**config.mk**
```make
export PLATFORM = sky130hd
export DESIGN_NAME = firebird7_in_gate1_tessent_tdr_w3_ctl
export DESIGN_NICKNAME = d
export VERILOG_FILES = /design/src/rtl/firebird7_in_gate1_tessent_tdr_w3_ctl.sv
export SDC_FILE = /design/constraint.sdc
export NUM_CORES = 1
export LEC_CHECK = 0
export ABC_AREA = 1
export CORE_AREA = 8 8 45 47
export DETAILED_ROUTE_END_ITERATION = 6
export DIE_AREA = 0 0 53 55
export GPL_TIMING_DRIVEN = 0
export HOLD_SLACK_MARGIN = 0.08
export PLACE_DENSITY = 0.69
export SYNTH_ARGS = -nofsm -noshare
export SYNTH_HDL_FRONTEND = slang
export SYNTH_SLANG_ARGS = --single-unit
```
**constraint.sdc**
```tcl
create_clock -name ijtag_tck -period 0.85 [get_ports ijtag_tck]
set_input_delay 0.17 -clock ijtag_tck [delete_from_list [all_inputs] [get_ports ijtag_tck]]
set_output_delay 0.17 -clock ijtag_tck [all_outputs]
set_load 0.01 [all_outputs]
```
**src/rtl/firebird7_in_gate1_tessent_tdr_w3_ctl.sv**
```systemverilog
// IJTAG capture/shift/update TDR driving the gate1 3-bit data mux select and data controls.
// Shift chain is {select image, data image}; the data LSB leaves first on ijtag_so.
module firebird7_in_gate1_tessent_tdr_w3_ctl #(
    parameter int unsigned      WIDTH        = 3,
    parameter logic [WIDTH-1:0] RESET_DATA   = 3'b000,
    parameter logic             RESET_SELECT = 1'b0
) (
    input  logic             ijtag_tck,
    input  logic             ijtag_reset,
    input  logic             ijtag_sel,
    input  logic             ijtag_ce,
    input  logic             ijtag_se,
    input  logic             ijtag_ue,
    input  logic             ijtag_si,
    output logic             ijtag_so,
    input  logic [WIDTH-1:0] functional_data_in,
    output logic             ijtag_select,
    output logic [WIDTH-1:0] ijtag_data_out
);

    logic [WIDTH:0]   shift_q, shift_d;
    logic [WIDTH-1:0] upd_data_q, upd_data_d;
    logic             upd_sel_q, upd_sel_d;

    // Capture beats shift beats update; only one operation applies per edge.
    always_comb begin
        shift_d    = shift_q;
        upd_data_d = upd_data_q;
        upd_sel_d  = upd_sel_q;
        if (ijtag_sel) begin
            if (ijtag_ce) begin
                shift_d = {upd_sel_q, functional_data_in};
            end else if (ijtag_se) begin
                shift_d = {ijtag_si, shift_q[WIDTH:1]};
            end else if (ijtag_ue) begin
                upd_sel_d  = shift_q[WIDTH];
                upd_data_d = shift_q[WIDTH-1:0];
            end
        end
    end

    always_ff @(posedge ijtag_tck) begin
        if (!ijtag_reset) begin
            shift_q    <= {RESET_SELECT, RESET_DATA};
            upd_data_q <= RESET_DATA;
            upd_sel_q  <= RESET_SELECT;
        end else begin
            shift_q    <= shift_d;
            upd_data_q <= upd_data_d;
            upd_sel_q  <= upd_sel_d;
        end
    end

    // Update registers feed the mux directly, so shifting never glitches its controls.
    assign ijtag_so       = shift_q[0];
    assign ijtag_select   = upd_sel_q;
    assign ijtag_data_out = upd_data_q;

endmodule

```
== Word-level counts from Yosys, hierarchy flattened ==
Cells that the tools add are included.
Cells by class
  muxes and demuxes: 2
  bitwise gates (word level): 2
  reduce and logical (&&, ||, !) cells: 3
Operators by type and width (number)
  $mux 4: 2
  $reduce_and 4->1: 1
  $not 1->1: 2
  $reduce_and 2->1: 1
  $reduce_bool 2->1: 1
Storage, ports and cells
  register bits after elaboration: 8
  bits of input ports: 10
  output and inout bits: 5
  word-level logic and storage cells: 10

== Logic depth before layout (Yosys ltp) ==
Gate-level depths: netlist of run 1.
  word-level depth: 2
  depth in mapped cells: 5

== Worst setup path before layout of run 1 ==
No wires, ideal clock.
  path type: input -> register
  from: input port ijtag_ce
  to: register shift_q[0]
  setup time: 113 ps
  data arrival time: 642 ps
  required time: 737 ps
  path slack: 95 ps
  cell stages on the path: 5
  cell sequence: buf_6 o21ai_4 nand2_1 nand2_1 nor2_1
Between the ends
  cells in the longest elaborated chain, start to end: 2
Ends and longest elaborated chain
  start, declared: RTL line 11  | input logic ijtag_ce,
  $reduce_bool 2->1 (no source line)
  $reduce_and 2->1 (no source line)
  end signal, assigned: RTL line 44  | shift_q <= {RESET_SELECT, RESET_DATA};
  end signal, assigned: RTL line 48  | shift_q <= shift_d;
  end, declared: RTL line 21  | logic [WIDTH:0] shift_q, shift_d;
Parallel ways exist; a longest one is shown, timed or not.
A chain may end at the register's enable or synchronous reset.

== Worst setup path in the final report of run 1 ==
  from: register upd_sel_q (netlist: ijtag_select)
  to: output port ijtag_select
RTL lines
  start, declared: RTL line 23  | logic upd_sel_q, upd_sel_d;
  start signal, assigned: RTL line 50  | upd_sel_q <= upd_sel_d;
  end, declared: RTL line 17  | output logic ijtag_select,
No word-level cell between the ends.

==> flow_summary.ini, run 1 <==
[timing]
setup_violations = 4
whs_ns = 0.200
fmax_ghz = 1.16
rsz0062_at_grt = yes
min_period_ns = 0.865
finClkSkew_ns = 0.000861
tightest_slew_ns = 0.228
relSlewSlack_pct = 84.8
min_period_over_period_pct = 102
slew_violations = 0
fin_ws_ns = -0.0151
hold_viol_final = 0

[clock_network]
clkLatencyLatePin_ns = 0.25
numCtsBuffers = 3
clk_path_buf_depth = 2
clk_pin_slew_worst_paths_ns = 0.05
h-tree-depth = 1
cts_sinks = 8
holdBufCountCts = 0
cts-root-buf = clkbuf_4
tritoncts = yes

[global_routing]
grt_usage_pct = 6.09
grt_max_degree = 11
grt_first_pass_wirelength_um = 1290
grt_pass1_vias = 317
antenna_found_initial = 0
grt_overflow = 0

[power_and_ir_drop]
ir_drop_mv = 0.593
leakage_nw = 0.274
power.density_nw_per_um2 = 1480
p_total_mw = 0.872

[synth]
synth_nets = 69
yosys_warnings = 0
synth_cells = 59
synth_seq_cells = 8
yosysSeqAreaShare_pct = 40.5
synth_area_per_cell_um2 = 6.70
netlist-cell-type-count = 11
netlist_area_um2 = 395

[place]
place.port_buffers = 12
placed_area_um2 = 536
hpwl_um = 637
gp_congestion = 0.716

[detailed_routing]
firstDrtPassIters = 4
vias = 385
vias_per_cell = 4.28
routedWlPerCell_um = 9.91
ant_nets = 0
drtIter0Drc = 5
wl_um = 892
drc = 0

[worst_setup_path]
worst_setup_path_start_kind = flop
crit_chain = buf_6
worstPathArrival_ns = 0.70
critPathSlowestCell = dfxtp_2
cp.required_ns = 0.68
cpPeakStageDelay_ns = 0.34
critical_path.top_delay_family = flip-flops
cp_max_fo = 3
endpoint_kind = output port
critical_path_buf_inv_count = 1
worst-setup-path-type = reg2out

[layout]
nets = 86
n_antenna_cell = 0
final_common_cell = nand2_1
drive_gt1_share_pct = 29.7
final_area_um2 = 591
syn2layout_area_growth_pct = 49.4
layout_common_cells = nand2_1 (16), nor2_1 (12), buf_6 (6), inv_1 (5), dfxtp_2 (5)

[floorplan]
die_w_um = 53
start_util_pct = 28.6
die_y_um = 55
die_area_um2 = 2920
core.rowCount = 14
core_um2 = 1380
pin_count = 15

[outcome]
status = finished, violations left
failed_checks = negative setup slack

[run]
cap_violations = 0

[worst_hold_path]
min_path_type = in2reg
==> cell usage after synthesis <==
cell	n	area share [%]
nor2_4	1	2.8
nand3_1	4	5.1
o21ai_0	4	5.1
nand2_1	17	16
nor2_1	12	11
dfxtp_1	8	41
buf_2	1	1.3
inv_1	6	5.7
o21ai_4	1	4.1
a21oi_1	4	5.1
buf_6	1	2.8
==> stage by stage <==
step	utilization [%]	setup TNS [ns]	worst slack [ns]	std cells
floorplan	-	0	0.0954	59
global placement	38.7	-3.82	-0.400	87
CTS	41.0	-0.0737	-0.0273	90
finish	42.7	-0.0198	-0.0151	90
detailed placement	38.7	-3.88	-0.408	87
global route	42.7	-0.131	-0.0451	90
==> timing repair <==
item	4_1_cts	5_1_grt
resized for setup	33	7
pin swaps	1	0
setup endpoints to repair	13	9
buffers inserted	0	0
==> sequential cells by signal, summed over array words and instances, names as in the netlist <==
signal          flops
ijtag_select        1
shift_q             4
ijtag_data_out      3
==> cell type report <==
class | instances | area, um2
Fill cell | 146 | 793
Buffer | 2 | 16.3
Clock buffer | 3 | 22.5
Tap cell | 16 | 20.0
Timing Repair Buffer | 12 | 126
Multi-Input combinational cell | 43 | 214
Inverter | 6 | 25.0
Sequential cell | 8 | 166
==> metal layers <==
layer	vias to the layer above	wire length [um]	GRT usage [%]
li1	212	-	-
met1	163	403	7.36
met2	8	439	8.20
met3	2	32	1.60
met4	0	17	6.47
met5	-	0	0
==> cells by family (layout without fill, tap and decap cells) <==
kind of cell           after synthesis  in the layout  share of synthesized area [%]
buffers and inverters                8             23                           9.81
AND/OR/NAND/NOR                     34             34                           35.4
flip-flops                           8              8                           40.5
AO/OA/AOI/OAI                        9              9                           14.2
==> final timing paths <==
path | from | end | slack, ns | depth (start not counted)
worst max-delay path | ijtag_select | ijtag_select | -0.02 | 1
worst min register to register | ijtag_data_out[1] | ijtag_data_out[1] | 0.48 | 2
worst min-delay path | ijtag_reset | ijtag_data_out[0] | 0.20 | 3
worst max register to register | shift_q[2] | shift_q[1] | 0.12 | 4
==> worst register-to-register path, cell delays in order, from the launching register on <==
cell and delay, ns:
dfxtp_1 0.30, inv_1 0.07, o21ai_0 0.15, nor2_1 0.06, nor2_1 0.10
==> power breakdown <==
group          switching [mW]  internal (mW)  total [mW]  leakage [nW]
Sequential            0.00936          0.398       0.408        0.0678
Combinational          0.0922         0.0836       0.176         0.192
Clock                   0.127          0.161       0.289        0.0138
(Power assumes the default switching activity.)
==> run 2: changes to the inputs <==
--- a/config.mk
+++ b/config.mk
@@ -6,9 +6,9 @@
 export NUM_CORES = 1
 export LEC_CHECK = 0
 export ABC_AREA = 1
-export CORE_AREA = 8 8 45 47
+export CORE_MARGIN = 8
+export CORE_UTILIZATION = 30
 export DETAILED_ROUTE_END_ITERATION = 6
-export DIE_AREA = 0 0 53 55
 export GPL_TIMING_DRIVEN = 0
 export HOLD_SLACK_MARGIN = 0.08
 export PLACE_DENSITY = 0.69
==> flow_summary.ini, run 2 (same netlist as run 1, synthesis figures left out) <==
[timing]
min_period_over_period_pct = 103
setup_tns_ns = -0.0378
min_period_ns = 0.875
finClkSkew_ns = 0.00489
whs_ns = 0.197
hold_viol_final = 0
fmax_ghz = 1.14
setup_violations = 5
rsz0062_at_grt = yes
relSlewSlack_pct = 84.7
slew_violations = 0
tightest_slew_ns = 0.228
fin_ws_ns = -0.0252

[layout]
drive_gt1_share_pct = 26.7
largest_reg_flops = 4
largest_register = shift_q
nets = 87
layout_common_cells = nand2_1 (17), nor2_1 (12), buf_6 (6), inv_1 (5), dfxtp_2 (5)
n_antenna_cell = 0
final_cell_count_no_fill = 90
num-fill-cells = 141
syn2layout_area_growth_pct = 47.2
final_common_cell = nand2_1
final_area_um2 = 582

[global_routing]
grt_usage_pct = 7.68
grt_overflow = 0
antenna_found_initial = 0
grt_first_pass_wirelength_um = 1500
grt_pass1_vias = 349
grt_max_degree = 11

[floorplan]
die_y_um = 52.3
pin_count = 15
die_area_um2 = 2740
die_w_um = 52.3
start_util_pct = 31.2
core_um2 = 1270
core.rowCount = 13

[clock_network]
cts-root-buf = clkbuf_4
cts_sinks = 8
tritoncts = yes
clkLatencyLatePin_ns = 0.26
h-tree-depth = 1
clk_pin_slew_worst_paths_ns = 0.06
clk_path_buf_depth = 2
numCtsBuffers = 3

[place]
hpwl_um = 625
dp_cells = 86
placed_area_um2 = 534
place.port_buffers = 12
gp_congestion = 0.730

[worst_setup_path]
critPathSlowestCell = dfxtp_2
reg2reg_to = shift_q[0]
cp-startpoint = ijtag_select
r2r_start = shift_q[1]
worst-setup-path-type = reg2out
crit_chain = buf_6
rrSetupSlack_ns = 0.12
critical_path.top_delay_family = flip-flops
ff2ff_path_depth = 4
worstPathArrival_ns = 0.71
cp.required_ns = 0.68
endpoint_kind = output port
cp_max_fo = 3
critical_path_buf_inv_count = 1
cpPeakStageDelay_ns = 0.35
worst_setup_path_start_kind = flop

[detailed_routing]
vias = 399
wl_um = 894
firstDrtPassIters = 4
drtIter0Drc = 4
routedWlPerCell_um = 9.93
ant_nets = 0
vias_per_cell = 4.43
drc = 0

[power_and_ir_drop]
ir_drop_mv = 0.786
leakage_nw = 0.278
power.density_nw_per_um2 = 1500
p_total_mw = 0.874

[outcome]
failed_checks = negative setup slack
status = finished, violations left

[run]
cap_violations = 0

[worst_hold_path]
holdPathStages = 3
hold_start = ijtag_reset
hold_end = ijtag_data_out[2]
min_path_type = in2reg
[run 2: worst min-delay path: cells and delay by family]
family | cells | cell delay (ns)
and+or+nand+nor | 2 | 0.10
buffers and inverters | 1 | 0.15
[run 2: final cells by class]
cell class / count / area [um2] / share of cell area, %
plain buffers: 2 / 16.3 / 2.80
well taps: 15 / 18.8 / 3.23
multi-input cells: 43 / 201 / 34.6
repair buffers: 13 / 134 / 23.0
inverters: 6 / 22.5 / 3.87
flip-flops and latches: 8 / 166 / 28.6
clock buffers: 3 / 22.5 / 3.87
[run 2: through the flow]
step | worst slack, ns | util, %
final | -0.0252 | 45.9
after global placement | -0.394 | 42.1
after CTS | -0.0339 | 44.7
after global routing | -0.0554 | 45.9
after detailed placement | -0.404 | 42.1
after floorplan | 0.0954 | -
[run 2: worst max path at each step]
stage | end | slack [ns] | depth (start not counted)
6_report | ijtag_select | -0.03 | 1
5_1_grt | ijtag_select | -0.06 | 1
4_1_cts | ijtag_select | -0.03 | 1
3_5_place_dp | ijtag_select | -0.40 | 6
3_3_place_gp | ijtag_data_out[1] | -0.39 | 6
2_1_floorplan | shift_q[0] | 0.1 | 5
[run 2: metal layers]
layer / track usage (%) / share of wire, % / vias to the layer above
li1: - / - / 214
met1: 9.03 / 46 / 165
met2: 9.49 / 42 / 15
met3: 2.84 / 7.9 / 5
met4: 9.05 / 4.5 / 0
met5: 0 / 0 / -
[run 2: power by group]
part,total (mW),switching (mW),internal (mW)
clock,0.295,0.133,0.162
combinational,0.171,0.0869,0.0836
sequential,0.408,0.00950,0.398
total,0.874,0.230,0.644
[run 2: what timing repair did]
action / 4_1_cts / 5_1_grt
resized for setup: 33 / 3
cloned: 0 / 0
hold buffers: 0 / 0
pin swaps: 1 / 0
setup endpoints to repair: 13 / 10
setup buffers: 0 / 1
==> run 3: changes to the inputs <==
--- a/config.mk
+++ b/config.mk
@@ -6,9 +6,9 @@
 export NUM_CORES = 1
 export LEC_CHECK = 0
 export ABC_AREA = 1
-export CORE_MARGIN = 8
-export CORE_UTILIZATION = 30
+export CORE_AREA = 8 8 45 47
 export DETAILED_ROUTE_END_ITERATION = 6
+export DIE_AREA = 0 0 53 55
 export GPL_TIMING_DRIVEN = 0
 export HOLD_SLACK_MARGIN = 0.08
 export PLACE_DENSITY = 0.69
==> results of run 3 <==
The final DEF is identical to that of run 1; final timing and power are the same.
==> RTL edit 1 (flow settings as in run 3) <==
`RESET_SELECT`: 1'b0 -> 1'b1.
--- a/src/rtl/firebird7_in_gate1_tessent_tdr_w3_ctl.sv
+++ b/src/rtl/firebird7_in_gate1_tessent_tdr_w3_ctl.sv
@@ -3,7 +3,7 @@
 module firebird7_in_gate1_tessent_tdr_w3_ctl #(
     parameter int unsigned      WIDTH        = 3,
     parameter logic [WIDTH-1:0] RESET_DATA   = 3'b000,
-    parameter logic             RESET_SELECT = 1'b0
+    parameter logic             RESET_SELECT = 1'b1
 ) (
     input  logic             ijtag_tck,
     input  logic             ijtag_reset,
Function: changed (a bounded check fails within 4 cycles, from zero or initial values and one cycle with ijtag_reset low).
==> RTL edit 1 against run 3 <==
The run still ends with negative setup slack left. Worst hold slack worse by 18 ps. Maximum frequency grew 0.68%. Non-clock buffer count increased by 3. Core utilization is 1.7 points higher. Power increased by 0.59%. Synthesized cell count is 1.7% higher. Largest power group unchanged. Sequential cell count unchanged. Synthesized area increased by 1.3%. Register-to-register slack got worse by 60 ps. Final area is 4.0% higher. Worst setup slack better by 5.9 ps. Routed wire length increased by 7.2%.
==> RTL edit 1: results (changes against run 3) <==
* Outcome: finished with violations
* Failing checks: negative setup slack
* Pin count of the biggest net entering global routing at 12 (+1)
* 1st-iter DRT viols at 4 (-1)
* Layout cells sized above 1 at 30.4% (+0.65 points)
* Max stage delay on crit path at 320 ps (-20 ps)
* Final setup margin at -9.26 ps (+5.86 ps)
* Placed Area at 541 µm² (+0.93%)
* Worst R2R Start: ijtag_select$_SDFFE_PN1P_
* Fill cells at 148 (+1.4%)
* Max FO, Critical Path at 2 (-1)
* Vias in the first global route at 364 (+15%)
* Final setup vio count at 3 (-1)
* Fin nets at 91 (+5.8%)
* Static Leak at 0.305 nW (+11%)
* Reg2Reg Depth at 5 (+1)
* Worst Hold End: ijtag_select$_SDFFE_PN1P_
* Worst slack at placement at -430 ps (-21.4 ps)
* HPWL after DPL at 675 µm (+5.9%)
* Synthesized net count at 70 (+1.4%)
* Placed Instances at 88 (+1.1%)
* Clock skew at 3.79 ps (+2.93 ps)
* Headroom to the max-slew limit at 81.5% (-3.3 points)
* Gpl congestion at 0.767 (+7.2%)
* Setup slack, reg-to-reg at 60 ps (-60 ps)
* DR vias/cell at 4.53 (+5.8%)
* First-pass GRT wire length at 1.34 mm (+3.7%)
* Total GRT Usage at 6.30% (+0.21 points)
* Fin Hold WS at 182 ps (-17.6 ps)
* Post-synthesis sequential area ratio at 40.0% (-0.51 points)
* Routed wire length at 956 µm (+7.2%)
* Hold Path Depth at 2 (-1)
* Top cells by count, synth: nand2_1 (18), nor2_1 (10), dfxtp_1 (8)
* Peak VDD IR at 0.487 mV (-18%)
* Setup bufs post-CTS at 2 (+2)
* DR vias at 430 (+12%)
* Critical R2R Capture: shift_q[3]$_SDFFE_PN1P_
* Util after Layout at 44.4% (+1.7 points)
* Top post-synthesis cells by area: dfxtp_1 (40%), nand2_1 (17%), nor2_1 (9.4%)
* Post-Synthesis Cells at 60 (+1.7%)
## RTL edit 1: cell types whose count changed in the layout (fill, tap and decap cells not counted), moves of 2 or more
cell	delta
nand2_1	+2
nor2_1	-2
nand3_1	+3
buf_4	+3
## RTL edit 1: cell type report
class	count	share of cell area, %
Tap cell	16	3.26
Timing Repair Buffer	15	24.2
Sequential cell	8	27.1
Inverter	7	4.28
Clock buffer	3	3.67
Buffer	2	2.65
Multi-Input combinational cell	44	34.8
## RTL edit 1: metal layers
layer	vias to the layer above	wire [µm]	GRT usage, %	part of all wire [%]
met3	0	46	2.41	4.8
met2	10	561	12.3	59
met5	-	0	0	0
met1	194	348	4.74	36
met4	0	0	5.17	0
li1	226	-	-	-
## RTL edit 1: cells by family after synthesis
family | after synthesis
flip-flops | 8
buffers and inverters | 9
AND/OR/NAND/NOR | 35
AO/OA/AOI/OAI | 8
## RTL edit 1: worst max path at each step
stage                                                end  depth (start not counted)                           start
after detailed placement  ijtag_data_out[0]$_SDFFE_PN0P_                          6                       ijtag_sel
after CTS                                   ijtag_select                          1       ijtag_select$_SDFFE_PN1P_
after global routing                   ijtag_data_out[1]                          1  ijtag_data_out[1]$_SDFFE_PN0P_
final                                  ijtag_data_out[1]                          1  ijtag_data_out[1]$_SDFFE_PN0P_
after floorplan           ijtag_data_out[0]$_SDFFE_PN0P_                          5                        ijtag_ce
after global placement    ijtag_data_out[1]$_SDFFE_PN0P_                          6                       ijtag_sel
## RTL edit 1: report_power, final
part / leakage, nW / switching [mW] / internal (mW)
Combinational: 0.224 / 0.0930 / 0.0894
Sequential: 0.0670 / 0.0109 / 0.399
Clock: 0.0138 / 0.124 / 0.161
==> RTL edit 2 (config.mk and constraints of run 3) <==
Made on the original files. Add an input register stage for `ijtag_sel`, `ijtag_ce`, `ijtag_se`, `ijtag_ue`, `ijtag_si` and `functional_data_in`, without a reset; this delays them by one clock.
--- a/src/rtl/firebird7_in_gate1_tessent_tdr_w3_ctl.sv
+++ b/src/rtl/firebird7_in_gate1_tessent_tdr_w3_ctl.sv
@@ -18,6 +18,22 @@
     output logic [WIDTH-1:0] ijtag_data_out
 );
 
+    logic ijtag_sel_q;
+    logic ijtag_ce_q;
+    logic ijtag_se_q;
+    logic ijtag_ue_q;
+    logic ijtag_si_q;
+    logic [WIDTH-1:0] functional_data_q;
+
+    always_ff @(posedge ijtag_tck) begin
+        ijtag_sel_q       <= ijtag_sel;
+        ijtag_ce_q        <= ijtag_ce;
+        ijtag_se_q        <= ijtag_se;
+        ijtag_ue_q        <= ijtag_ue;
+        ijtag_si_q        <= ijtag_si;
+        functional_data_q <= functional_data_in;
+    end
+
     logic [WIDTH:0]   shift_q, shift_d;
     logic [WIDTH-1:0] upd_data_q, upd_data_d;
     logic             upd_sel_q, upd_sel_d;
@@ -27,12 +43,12 @@
         shift_d    = shift_q;
         upd_data_d = upd_data_q;
         upd_sel_d  = upd_sel_q;
-        if (ijtag_sel) begin
-            if (ijtag_ce) begin
-                shift_d = {upd_sel_q, functional_data_in};
-            end else if (ijtag_se) begin
-                shift_d = {ijtag_si, shift_q[WIDTH:1]};
-            end else if (ijtag_ue) begin
+        if (ijtag_sel_q) begin
+            if (ijtag_ce_q) begin
+                shift_d = {upd_sel_q, functional_data_q};
+            end else if (ijtag_se_q) begin
+                shift_d = {ijtag_si_q, shift_q[WIDTH:1]};
+            end else if (ijtag_ue_q) begin
                 upd_sel_d  = shift_q[WIDTH];
                 upd_data_d = shift_q[WIDTH-1:0];
             end
Formal check against the unedited RTL: not equivalent (a bounded check fails within 4 cycles, from zero or initial values and one cycle with ijtag_reset low).
==> RTL edit 2 against run 3 <==
The run still ends with negative setup slack left. Highest routed layer unchanged. Synthesized area rose by 41%. First-iteration DRC count up 60%. Via count is 21% higher. Critical path type is now reg -> reg. Cell count rose by 12%. Routed wire length grew 27%. Final area up 33%. Largest cell class is now flip-flops and latches. Power up 71%. Sequential share of layout area up 14 points. Worst setup slack worse by 48 ps. Sequential cell count up 8.
==> RTL edit 2: results (changes against run 3) <==
* Critical R2R Capture: shift_q[3]$_SDFFE_PN0P_
* Static Leak at 0.345 nW (+26%)
* Met2 global-route usage at 14.3% (+6.1 points)
* Antenna violations before repair at 0 (unchanged)
* Delay-heaviest family, CP: flip-flops
* Most used DFF post-synth: dfxtp_1
* Sum Neg Setup Slack at -604 ps (-584 ps)
* Crit Path Category: reg -> reg
* Arr. time, crit path at 1100 ps (+400 ps)
* Slowest library cell on the worst path: dfxtp_4
* Number of I/O port buffers at 13 (+1)
* Pin count of the biggest net entering global routing at 10 (-1)
* 1st-iter DRT viols at 8 (+3)
* Post-synthesis sequential area ratio at 57.7% (+17 points)
* Fill cells at 128 (-12%)
* First-pass GRT wire length at 1.74 mm (+35%)
* Total GRT Usage at 8.51% (+2.4 points)
* Placed Instances at 96 (+10%)
* Routed wire per std cell at 11.2 µm (+13%)
* Worst Hold End: ijtag_data_out[0]$_SDFFE_PN0P_
* Clock Latency Late Sink at 290 ps (+40 ps)
* Vias in the first global route at 432 (+36%)
* Final setup margin at -62.9 ps (-47.8 ps)
* Met1 Use GR at 8.32% (+0.96 points)
* Layout cells sized above 1 at 31.8% (+2.0 points)
* Clock-pin slew on the worst setup and hold paths at 90 ps (+40 ps)
* Outcome: finished with violations
* Peak VDD IR at 0.961 mV (+62%)
* Max FO, Critical Path at 8 (+5)
* Worst R2R Start: ijtag_ce_q$_DFF_P_
* Top cells by count, synth: nand2_1 (17), dfxtp_1 (16), nor2_1 (12)
* Fin nets at 96 (+12%)
* Syn avg cell area at 8.29 µm² (+24%)
* Clock skew at 2.15 ps (+1.28 ps)
* HPWL after DPL at 736 µm (+16%)
* Synthesized net count at 77 (+12%)
* Multi-input logic area at 216 µm² (+1.2%)
* Placed Area at 706 µm² (+32%)
* Final setup vio count at 13 (+9)
* Cell Count, Final, Fillers Out at 101 (+12%)
* GR Util met3 at 1.07% (-0.53 points)
* DR vias/cell at 4.59 (+7.4%)
* Worst slack at placement at -203 ps (+206 ps)
* Max stage delay on crit path at 390 ps (+50 ps)
* Fin Hold WS at 168 ps (-31.3 ps)
* Failing checks: negative setup slack
* Top post-synthesis cells by area: dfxtp_1 (58%), nand2_1 (11%), nor2_1 (8.1%)
-- RTL edit 2: cell families after synthesis --
group	share of synthesized area (%)
flops	57.7
compound gates	10.1
buf+inv	6.98
simple gates	25.2
-- RTL edit 2: timing repair --
action                     in CTS  in global routing
buffers inserted                2                  0
hold buffers                    0                  0
pin swaps                       6                  5
setup endpoints to repair      13                 13
gates resized for setup        42                  3
-- RTL edit 2: area by class of cell --
class,count,share of cell area (%)
Buffer,1,0.635
Clock buffer,4,4.60
Inverter,6,2.86
Multi-Input combinational cell,43,27.5
Sequential cell,16,42.2
Tap cell,16,2.54
Timing Repair Buffer,15,19.7
-- RTL edit 2: where the power goes --
group	internal (mW)	leakage, nW	switching [mW]
Combinational	0.0923	0.189	0.0848
Clock	0.261	0.0210	0.237
Sequential	0.792	0.136	0.0260
-- RTL edit 2: routing by layer --
metal	vias to the layer above	wire length, µm
li1	242	-
met1	201	472
met2	14	534
met3	7	68
met4	0	56
met5	-	0
